--- src/rtl/wb_pkg.sv ---
// Shared constants and types for the writeback/commit unit.
package wb_pkg;

  localparam int XLEN   = 64;
  localparam int NREG   = 32;
  localparam int REG_AW = 5;

  // Result producer identity, also the encoding of the round-robin pointer.
  typedef enum logic {
    WB_SRC_ALU = 1'b0,
    WB_SRC_LSU = 1'b1
  } wb_src_e;

  // One result heading for the register file.
  typedef struct packed {
    logic [REG_AW-1:0] rd;
    logic [XLEN-1:0]   data;
  } wb_result_t;

endpackage

--- src/rtl/wb_scoreboard.sv ---
// Pending-write scoreboard: one busy bit per architectural register.
// An issue sets a bit, an accepted result clears it, and a set in the same
// cycle as a clear wins because it belongs to the newer instruction.
// Register 0 is hardwired and never reports busy.
module wb_scoreboard
  import wb_pkg::*;
(
  input  logic              clk,
  input  logic              rst,
  input  logic              set_en,
  input  logic [REG_AW-1:0] set_rd,
  input  logic              clr_en,
  input  logic [REG_AW-1:0] clr_rd,
  output logic [NREG-1:0]   busy
);

  genvar gi;
  generate
    for (gi = 0; gi < NREG; gi++) begin : g_busy
      if (gi == 0) begin : g_zero
        assign busy[gi] = 1'b0;
      end else begin : g_bit
        localparam logic [REG_AW-1:0] IDX = REG_AW'(gi);
        logic bit_reg;
        logic set_hit;
        logic clr_hit;

        assign set_hit = set_en && (set_rd == IDX);
        assign clr_hit = clr_en && (clr_rd == IDX);

        // Per-register busy flag; set has priority over clear.
        always_ff @(posedge clk) begin
          if (!rst) begin
            bit_reg <= 1'b0;
          end else if (set_hit) begin
            bit_reg <= 1'b1;
          end else if (clr_hit) begin
            bit_reg <= 1'b0;
          end
        end

        assign busy[gi] = bit_reg;
      end
    end
  endgenerate

endmodule

--- src/rtl/wb_commit_unit.sv ---
// Writeback/commit unit: arbitrates ALU and LSU results onto the single
// register-file write port through a one-cycle output register, and keeps
// the RAW-hazard busy scoreboard up to date.
// Optional macro WB_ROUND_ROBIN_EN: alternate grants between ALU and LSU on
// contested cycles instead of giving the LSU fixed priority.
module wb_commit_unit
  import wb_pkg::*;
(
  input  logic              clk,
  input  logic              rst,
  input  logic              alu_valid,
  output logic              alu_ready,
  input  logic [REG_AW-1:0] alu_rd,
  input  logic [XLEN-1:0]   alu_data,
  input  logic              lsu_valid,
  output logic              lsu_ready,
  input  logic [REG_AW-1:0] lsu_rd,
  input  logic [XLEN-1:0]   lsu_data,
  input  logic              issue_valid,
  input  logic [REG_AW-1:0] issue_rd,
  output logic [NREG-1:0]   busy,
  output logic              write_enable,
  output logic [REG_AW-1:0] waddr,
  output logic [XLEN-1:0]   wdata
);

  logic              alu_fire;
  logic              lsu_fire;
  logic              any_fire;
  wb_result_t        sel_result;
  logic              we_reg;
  logic [REG_AW-1:0] waddr_reg;
  logic [XLEN-1:0]   wdata_reg;

`ifdef WB_ROUND_ROBIN_EN
  wb_src_e prio_reg;
  wb_src_e prio_next;
  logic    contested;

  // Ready generation: the pointer names the source that wins the next contest.
  always_comb begin
    contested = alu_valid && lsu_valid;
    alu_ready = rst && alu_valid && (!lsu_valid || (prio_reg == WB_SRC_ALU));
    lsu_ready = rst && lsu_valid && (!alu_valid || (prio_reg == WB_SRC_LSU));
    prio_next = prio_reg;
    if (contested) begin
      prio_next = (prio_reg == WB_SRC_ALU) ? WB_SRC_LSU : WB_SRC_ALU;
    end
  end

  // Pointer flop; only contested cycles move it, so the first contest goes to the ALU.
  always_ff @(posedge clk) begin
    if (!rst) begin
      prio_reg <= WB_SRC_ALU;
    end else begin
      prio_reg <= prio_next;
    end
  end
`else
  // Fixed priority: the LSU is always ready, the ALU yields whenever a load is valid.
  assign lsu_ready = rst;
  assign alu_ready = rst && !lsu_valid;
`endif

  assign alu_fire = alu_valid && alu_ready;
  assign lsu_fire = lsu_valid && lsu_ready;
  assign any_fire = alu_fire || lsu_fire;

  // Winning result; at most one source fires per cycle.
  always_comb begin
    sel_result.rd   = alu_rd;
    sel_result.data = alu_data;
    if (lsu_fire) begin
      sel_result.rd   = lsu_rd;
      sel_result.data = lsu_data;
    end
  end

  // Output register. Address and data are zeroed on idle and x0 cycles because
  // the register file forwards wdata on an address match even without a strobe.
  always_ff @(posedge clk) begin
    if (!rst) begin
      we_reg    <= 1'b0;
      waddr_reg <= '0;
      wdata_reg <= '0;
    end else if (any_fire && (sel_result.rd != '0)) begin
      we_reg    <= 1'b1;
      waddr_reg <= sel_result.rd;
      wdata_reg <= sel_result.data;
    end else begin
      we_reg    <= 1'b0;
      waddr_reg <= '0;
      wdata_reg <= '0;
    end
  end

  // Gating with rst drops a registered result the moment reset asserts, so
  // nothing reaches the register file at the edge where reset is sampled.
  assign write_enable = we_reg && rst;
  assign waddr        = rst ? waddr_reg : '0;
  assign wdata        = rst ? wdata_reg : '0;

  wb_scoreboard u_scoreboard (
    .clk    (clk),
    .rst    (rst),
    .set_en (issue_valid),
    .set_rd (issue_rd),
    .clr_en (any_fire),
    .clr_rd (sel_result.rd),
    .busy   (busy)
  );

endmodule

--- config.mk ---
export PLATFORM = sky130hd
export DESIGN_NAME = wb_commit_unit
export DESIGN_NICKNAME = d
export VERILOG_FILES = /design/src/rtl/wb_pkg.sv /design/src/rtl/wb_scoreboard.sv /design/src/rtl/wb_commit_unit.sv
export SDC_FILE = /design/constraint.sdc
export NUM_CORES = 1
export LEC_CHECK = 0
export CAP_MARGIN = 0
export CELL_PAD_IN_SITES_DETAIL_PLACEMENT = 0
export CELL_PAD_IN_SITES_GLOBAL_PLACEMENT = 1
export CORE_MARGIN = 2
export CORE_UTILIZATION = 31
export CTS_BUF_LIST = sky130_fd_sc_hd__clkbuf_8
export DETAILED_ROUTE_END_ITERATION = 10
export PLACE_DENSITY_LB_ADDON = 0.3
export SLEW_MARGIN = 20
export SYNTH_ARGS = -nofsm -noshare
export SYNTH_HDL_FRONTEND = slang
export SYNTH_SLANG_ARGS = --single-unit
--- constraint.sdc ---
create_clock -name clk -period 2.5 [get_ports clk]
set_input_delay 0.5 -clock clk [delete_from_list [all_inputs] [get_ports clk]]
set_output_delay 0.5 -clock clk [all_outputs]
set_load 0.01 [all_outputs]
* Word level (Yosys, flattened, before mapping)
Index checks and enable logic that the tools add are counted.
Storage, ports and cells: register bits 101
Operators by class: equality and inequality tests 62, mux-type cells 66, reduce and logical (&&, ||, !) cells 102
Operators by type and width (number):
- $eq A5 B5 Y1 const B | 32
- $eq A5 B4 Y1 const B | 16
- $mux W69 | 1
- $logic_and A1 B1 Y1 | 67
- $mux W64 | 1
- $mux W1 | 63
- $reduce_bool A2 Y1 | 31
- $eq A5 B3 Y1 const B | 8
- $eq A5 B2 Y1 const B | 4
- $eq A5 B1 Y1 const B | 2
- $mux W5 | 1
- $reduce_bool A5 Y1 | 1
- $reduce_and A2 Y1 | 1
- $logic_not A1 Y1 | 1
- $logic_or A1 B1 Y1 | 1

* Depth between registers and ports, before layout
Gate-level depths: netlist of run 1.
word-level depth 7, mapped depth 7, gate-level depth less buffers 5

* Hierarchy
From an unflattened synthesis of run 1, not the netlist that was laid out.
Second synthesis, totals: cells, all modules 492, area total of the unflattened synthesis 4999.8 sq um
By module, submodules not included:
- wb_commit_unit | instances 1, cells each 317, seq. area each 1401.3 sq um, area an instance 3364.5 sq um
- wb_scoreboard | instances 1, cells each 175, seq. area each 620.6 sq um, area an instance 1635.3 sq um

* Worst setup path after synthesis of run 1
Ideal clock, no wire load.
path kind input port to output port, start input port rst, end output port waddr[0], data required time 2.000 ns, data arrival time 1.254 ns, slack 0.746 ns, stages on the path 4, path through buf_2 buf_2 clkbuf_1 and2_1
On the way: longest elaborated chain between the ends 1
RTL lines:
- start: declaration | line wb_commit_unit.sv:10 | input logic rst,
- $mux W5 | line wb_commit_unit.sv:100 | assign waddr = rst ? waddr_reg : '0;
- end: declaration | line wb_commit_unit.sv:23 | output logic [REG_AW-1:0] waddr,
Every way passes these cells.

* Worst setup path in the final report of run 1
start input port lsu_valid, end output port alu_ready
On the way: longest elaborated chain between the ends 2
RTL lines:
- start: declaration | line wb_commit_unit.sv:15 | input logic lsu_valid,
- $logic_not A1 Y1 | line wb_commit_unit.sv:62 | assign alu_ready = rst && !lsu_valid;
- $logic_and A1 B1 Y1 | line wb_commit_unit.sv:62
- end: declaration | line wb_commit_unit.sv:12 | output logic alu_ready,
Every way passes these cells.

==> results of run 1 <==
==> kinds of logic after synthesis <==
family | after synthesis | synth area share
AO/OA/AOI/OAI | 143 | 0.220
buffers and inverters | 76 | 0.0954
flip-flops | 101 | 0.410
other | 1 | 0.000760
AND/OR/NAND/NOR | 283 | 0.274
==> worst max-delay path: stages <==
cell and delay [ps]:
clkdlybuf4s50_1 430, and2b_1 330, clkdlybuf4s50_1 580
==> metal layers <==
layer	vias to the layer above	part of all wire	routed length [um]
met2	205	0.50	8150
met3	18	0.096	1570
li1	2367	-	-
met1	2156	0.39	6410
met4	0	0.017	284
met5	-	0	0
==> cells in the mapped netlist <==
| library cell | n |
|---|---|
| a211oi_1 | 2 |
| a21boi_1 | 19 |
| a21oi_1 | 27 |
| a21oi_2 | 49 |
| a2bb2oi_2 | 1 |
| a31oi_1 | 1 |
| a31oi_2 | 2 |
| a32oi_4 | 1 |
| and2_1 | 72 |
| and2b_1 | 1 |
| and4_1 | 1 |
| and4b_1 | 2 |
| buf_2 | 7 |
| buf_4 | 35 |
| buf_6 | 6 |
| clkbuf_1 | 24 |
| conb_1 | 1 |
| dfxtp_1 | 101 |
| inv_1 | 3 |
| inv_2 | 1 |
| nand2_1 | 158 |
| nand2_4 | 1 |
| nand2b_1 | 3 |
| nand4_1 | 2 |
| nand4b_1 | 4 |
| nor2_1 | 25 |
| nor2b_1 | 3 |
| nor3_1 | 4 |
| nor3b_1 | 1 |
| nor4_1 | 1 |
| nor4b_1 | 1 |
| nor4bb_1 | 4 |
| o21a_1 | 4 |
| o21ai_0 | 11 |
| o21ai_1 | 1 |
| o221a_2 | 1 |
| o22a_1 | 1 |
| o31a_1 | 4 |
| o31ai_1 | 19 |
==> worst min path at each step <==
stage                                           from                                    end  cells after the start
2_1_floorplan  u_scoreboard.g_busy[18].g_bit.bit_reg  u_scoreboard.g_busy[18].g_bit.bit_reg                      2
4_1_cts         u_scoreboard.g_busy[1].g_bit.bit_reg   u_scoreboard.g_busy[1].g_bit.bit_reg                      2
5_1_grt         u_scoreboard.g_busy[4].g_bit.bit_reg   u_scoreboard.g_busy[4].g_bit.bit_reg                      2
3_3_place_gp    u_scoreboard.g_busy[6].g_bit.bit_reg   u_scoreboard.g_busy[6].g_bit.bit_reg                      2
6_report        u_scoreboard.g_busy[4].g_bit.bit_reg   u_scoreboard.g_busy[4].g_bit.bit_reg                      2
3_5_place_dp    u_scoreboard.g_busy[1].g_bit.bit_reg   u_scoreboard.g_busy[1].g_bit.bit_reg                      2
==> report_power, final <==
part,switching (mW),internal [mW],leakage [nW]
logic,0.382,0.471,1.92
clock network,0.537,0.331,0.0807
registers,0.0220,1.71,0.831
total,0.941,2.51,2.84
==> stage by stage <==
step / hold slack [ps] / power [mW] / setup slack [ps] / util / instances
final: 472 / 3.45 / 157 / 0.482 / 1027
after global routing: 505 / 3.63 / 129 / 0.482 / 1027
after CTS: 478 / 3.50 / 166 / 0.482 / 1027
after detailed placement: 466 / 2.62 / 156 / 0.474 / 1015
after global placement: 454 / 2.61 / 192 / 0.474 / 1015
after floorplan: 447 / 2.15 / 746 / - / 604
==> cell type report <==
class,instances,area [sq um]
clock buffer,9,124
multi-input combinational,427,2450
inverter,4,15.0
sequential,101,2020
tap,216,270
fill,1512,8130
timing repair buffer,267,2690
clock inverter,3,11.3
==> key figures, run 1 <==
Status
  – Status: completed

Placed design
  – Final GP Congestion: about 0.8
  – Port buffer count: 250
  – HPWL after DPL: ~12 mm
  – Placed instance area: 7440 sq um

Timing
  – TNS Setup: 0 ps
  – Final hold vios: 0
  – Final setup viols: 0
  – Clk_skew: 0 ps
  – Worst slew margin: 0.529
  – Final Cycle Share: 0.937
  – Max Freq: ~430 MHz
  – RSZ-0062 raised after global routing: no
  – Min cycle time layout: roughly 2300 ps
  – Tightest Pin Transition: 703 ps
  – Pins over their slew limit: 0

Die
  – Die Ht: 130 um
  – IO Count: approximately 250
  – Die W: approximately 130 um
  – Die ar.: 16900 sq um
  – Initial Utilization: 0.314
  – Rows: 46
  – CORE AREA: roughly 16000 sq um

Synth
  – Post-Syn Area per Cell: approximately 8.2 sq um
  – Post-Synthesis Cells: 604
  – Mapped Nets: approximately 750
  – Netlist cell types: 39
  – Biggest area consumer among synthesized cells: dfxtp_1
  – Ranking of synthesized cells by area: dfxtp_1 (41%), nand2_1 (12%), and2_1 (9.1%), a21oi_2 (8.7%), buf_4 (5.3%)
  – Post-synthesis instance area: a little under 5000 sq um
  – Synth warn: 0
  – Seq/Total Area, Yosys: 0.410
  – Top-area cell type share of the netlist area: 0.410
  – FF+latch count, synth: 101

Clocking
  – Clock buffer depth: 2
  – TritonCTS clock tree: done
  – Worst-Skew Late Latency: around 380 ps
  – Clock Sinks: 101
  – Setup bufs post-CTS: 0
  – Clock transition at the registers of the reported paths: around 80 ps
  – Htree depth: 3
  – Clock Tree Root: clkbuf_8
  – Total CTS buffers: 9
  – # hold bufs at CTS: 0
  – Post_cts resized: 0

Run
  – Max Cap Viol: 0

Power and ir drop
  – Peak supply drop: roughly 200 uV
  – Leakage dissipation: around 2.8 nW
  – Power Density: ~460 nW/um^2

Global route
  – Number of global-route vias before repair: between 4000 and 5000
  – Overflow after GRT: 0
  – M2 GR Usage: 0.332
  – Initial antenna violation count: 0
  – Total GRT Usage: 0.192
  – First-pass GRT wire length: 25.0 mm
  – Largest net degree at the start of global routing: between 40 and 50
  – Met3 Track Usage GR: 0.0746
  – GRT met1 Usage: 0.216
  – Gr busiest metal: met2

Routing
  – Iteration count of the initial detailed-routing pass: 4
  – Total wire length: between 15 and 20 mm
  – Average wire per standard cell: about 16 um
  – Final ANT Viol Nets: 0
  – Number of remaining DRC errors: 0
  – Via/cell ratio: about 4.6
  – Initial drt markers: 234
  – Vias post-DR: between 4000 and 5000

Worst hold path
  – Hold WC Path Type: reg -> reg

Final layout
  – Share of cells above drive strength 1: 0.105
  – Commonest non-fill, non-tap cells in the layout: clkdlybuf4s50_1 (249), nand2_1 (158), dfxtp_1 (101)
  – Synth-to-layout area growth: 53.7%
  – Nets: around 960
  – Leading cell type in the layout, fill and taps excluded: clkdlybuf4s50_1
  – Diode count: 0
  – Max FFs per register: 64
  – Finished Cell Area: 7580 sq um

Critical path
  – Kind of critical path: in -> out
  – RR Startpoint: u_scoreboard.g_busy[23].g_bit.bit_reg
  – Worst path arrival time: roughly 1800 ps
  – Critical path endpoint: alu_ready
  – Required time worst endpoint: about 2000 ps
  – Crit end category: output pin
  – R2R cell count: 1
  – Reg-to-reg setup timing slack: 1780 ps
  – CP Max Fanout: 3
  – Crit path from: lsu_valid
  – Startpoint type of the worst setup path: input pin
  – Worst flop-to-flop path endpoint: u_scoreboard.g_busy[23].g_bit.bit_reg
No activity file was read; power rests on OpenSTA's default activity.
==> run 2, diff against run 1 <==
Settings changed: CTS_CLUSTER_SIZE set to 14.
==> results of run 2 <==
The final DEF is identical to that of run 1; final timing and power are the same.
==> run 3, diff against run 2 <==
Settings changed: RECOVER_POWER set to 25.
==> run 3 against run 2 <==
Flip-flop and latch count is the same; final area decreased by 0.33%; routed wire length down 0.34%.
==> key figures, run 3 (same netlist as run 1, synthesis figures left out) <==
Clocking
  – Clock transition at the registers of the reported paths: 80 ps (about the same)
  – Post_cts resized: 0 (unchanged)
  – # hold bufs at CTS: 0 (unchanged)
  – Worst-Skew Late Latency: 370 ps (about the same)
  – TritonCTS clock tree: done
  – Clock Sinks: 101 (unchanged)
  – Total CTS buffers: 9 (unchanged)
  – Htree depth: 3 (unchanged)
  – Setup bufs post-CTS: 0 (unchanged)
  – Clock buffer depth: 2 (unchanged)
  – Clock Tree Root: clkbuf_8

Routing
  – Initial drt markers: 207 (-12%)
  – Iteration count of the initial detailed-routing pass: 4 (unchanged)
  – Total wire length: 16.4 mm (-0.34%)
  – Average wire per standard cell: 15.9 um (-0.34%)
  – Vias post-DR: 4733 (-0.27%)
  – Number of remaining DRC errors: 0 (unchanged)
  – Final ANT Viol Nets: 0 (unchanged)
  – Via/cell ratio: 4.61 (-0.27%)

Critical path
  – Reg-to-reg setup timing slack: 1790 ps (about the same)
  – Required time worst endpoint: 2000 ps (about the same)
  – Worst flop-to-flop path endpoint: u_scoreboard.g_busy[23].g_bit.bit_reg
  – CP top delay family: buffers and inverters
  – R2R cell count: 1 (unchanged)
  – Cell mode on critical path: clkdlybuf4s50_1
  – Worst path arrival time: 1840 ps (about the same)
  – CP bufs+invs: 2 (unchanged)
  – Crit end category: output pin
  – Kind of critical path: in -> out
  – Startpoint type of the worst setup path: input pin
  – CP Max Fanout: 3 (unchanged)
  – Critical Path, Cell by Cell: clkdlybuf4s50_1 -> and2b_1 -> clkdlybuf4s50_1
  – RR Startpoint: u_scoreboard.g_busy[23].g_bit.bit_reg
  – Max stage delay on crit path: 580 ps (about the same)
  – Max stage delay cell, worst path: clkdlybuf4s50_1

Die
  – CORE AREA: 15700 sq um (unchanged)
  – Rows: 46 (unchanged)
  – Die ar.: 16900 sq um (unchanged)
  – IO Count: 252 (unchanged)
  – Initial Utilization: 0.314 (unchanged)
  – Die W: 130 um (unchanged)
  – Die Ht: 130 um (unchanged)

Power and ir drop
  – NetSw: 935 uW (-0.61%)
  – Peak supply drop: 196 uV (-2.8%)
  – Share of power burned in registers: 0.503 (+0.002)
  – Leakage dissipation: 2.93 nW (+3.4%)
  – Proportion of power drawn by the clock network: 0.251 (about the same)
  – Power Density: 455 nW/um^2 (about the same)
  – Cell-internal power: 2.50 mW (-0.23%)
  – Comb pwr share: 0.246 (about the same)
  – Switching Fraction: 0.272 (-0.000769)

Timing
  – Pins over their slew limit: 0 (unchanged)
  – RSZ-0062 raised after global routing: no
  – Min cycle time layout: 2340 ps (-0.903 ps)
  – Tightest Pin Transition: 947 ps (+245 ps)
  – Final hold vios: 0 (unchanged)
  – TNS Setup: 0 ps (unchanged)
  – Final setup viols: 0 (unchanged)
  – Clk_skew: 0 ps (unchanged)
  – Max Freq: 427 MHz (about the same)
  – Worst slew margin: 0.366 (-0.164)
  – Final Cycle Share: 0.937 (about the same)
  – Hold Slack: 468 ps (-3.92 ps)

Final layout
  – Nets: 958 (unchanged)
  – Leading cell type in the layout, fill and taps excluded: clkdlybuf4s50_1
  – Commonest non-fill, non-tap cells in the layout: clkdlybuf4s50_1 (218), nand2_1 (159), dfxtp_1 (101)
  – Reg area: 2020 sq um (unchanged)
  – Multi-input logic area: 2430 sq um (-0.56%)
  – FILL cells: 1519 (+0.46%)
  – Synth-to-layout area growth: 53.1%
  – Share of cells above drive strength 1: 0.101 (-0.00370)
  – Max FFs per register: 64 (unchanged)
  – Diode count: 0 (unchanged)
  – Finished Layout Cells: 1027 (unchanged)

Placed design
  – Placed cells: 1015 (unchanged)
  – HPWL after DPL: 12.4 mm (unchanged)
  – Final GP Congestion: 0.799 (unchanged)
  – Port buffer count: 250 (unchanged)

Global route
  – Initial antenna violation count: 0 (unchanged)
  – First-pass GRT wire length: 25.0 mm (unchanged)
  – Number of global-route vias before repair: 4717 (unchanged)
  – Total GRT Usage: 0.192 (unchanged)
  – Largest net degree at the start of global routing: 42 (unchanged)
  – Overflow after GRT: 0 (unchanged)

Run
  – Max Cap Viol: 0 (unchanged)

Worst hold path
  – Critical hold path startpoint: u_scoreboard.g_busy[4].g_bit.bit_reg
  – Worst Hold Path EP: u_scoreboard.g_busy[4].g_bit.bit_reg
  – Hold WC Path Type: reg -> reg
  – Hold path depth: 2 (unchanged)

Status
  – Status: completed
==> run 3: changes by cell type in the layout (fill, tap and decap cells not counted), sizes merged <==
cell | previous run | this run
clkbuf | 9 | 13
buf | 18 | 14
clkdlybuf4s50 | 249 | 218
dlygate4sd3 | 0 | 31
==> run 3: worst max-delay path by stage <==
stage	cells after the start	startpoint	slack (ps)	to
after detailed placement	7	lsu_valid	160	wdata_reg[38]
final	3	lsu_valid	160	alu_ready
after global routing	6	lsu_valid	100	u_scoreboard.g_busy[26].g_bit.bit_reg
after global placement	3	lsu_valid	190	alu_ready
after CTS	3	lsu_valid	170	alu_ready
after floorplan	4	rst	750	waddr[0]
==> run 3: tightest hold or removal path, stage by stage, from the launching register on <==
cell and delay (ps):
dfxtp_1 310, o31ai_1 60, a21boi_1 60
==> run 3: through the flow <==
step / area [sq um] / setup slack [ps] / power (mW) / util
finish: 7550 / 158 / 3.44 / 0.481
global route: 7550 / 98.6 / 3.62 / 0.481
CTS: 7580 / 166 / 3.50 / 0.482
detailed placement: 7440 / 156 / 2.62 / 0.474
global placement: 7440 / 192 / 2.61 / 0.474
floorplan: 4930 / 746 / 2.15 / -
==> run 3: cell type report <==
cell class	count	share of cell area
repair buffers	267	0.354
multi-input cells	427	0.322
flip-flops and latches	101	0.268
well taps	216	0.0358
clock buffers	9	0.0164
inverters	4	0.00199
clock inverters	3	0.00149
==> run 3: metal layers <==
metal	wire length, um	vias up	track usage
li1	-	2369	-
met1	6340	2152	0.216
met2	8150	194	0.332
met3	1580	18	0.0746
met4	286	0	0.0702
met5	0	-	0
==> run 3: power by group through the flow <==
stage | clock network [mW] | logic, mW | registers (mW)
after floorplan | 0 | 0.390 | 1.76
after global placement | 0 | 0.849 | 1.77
after detailed placement | 0 | 0.856 | 1.77
after CTS | 0.910 | 0.862 | 1.73
after global routing | 0.967 | 0.913 | 1.74
final | 0.864 | 0.845 | 1.73
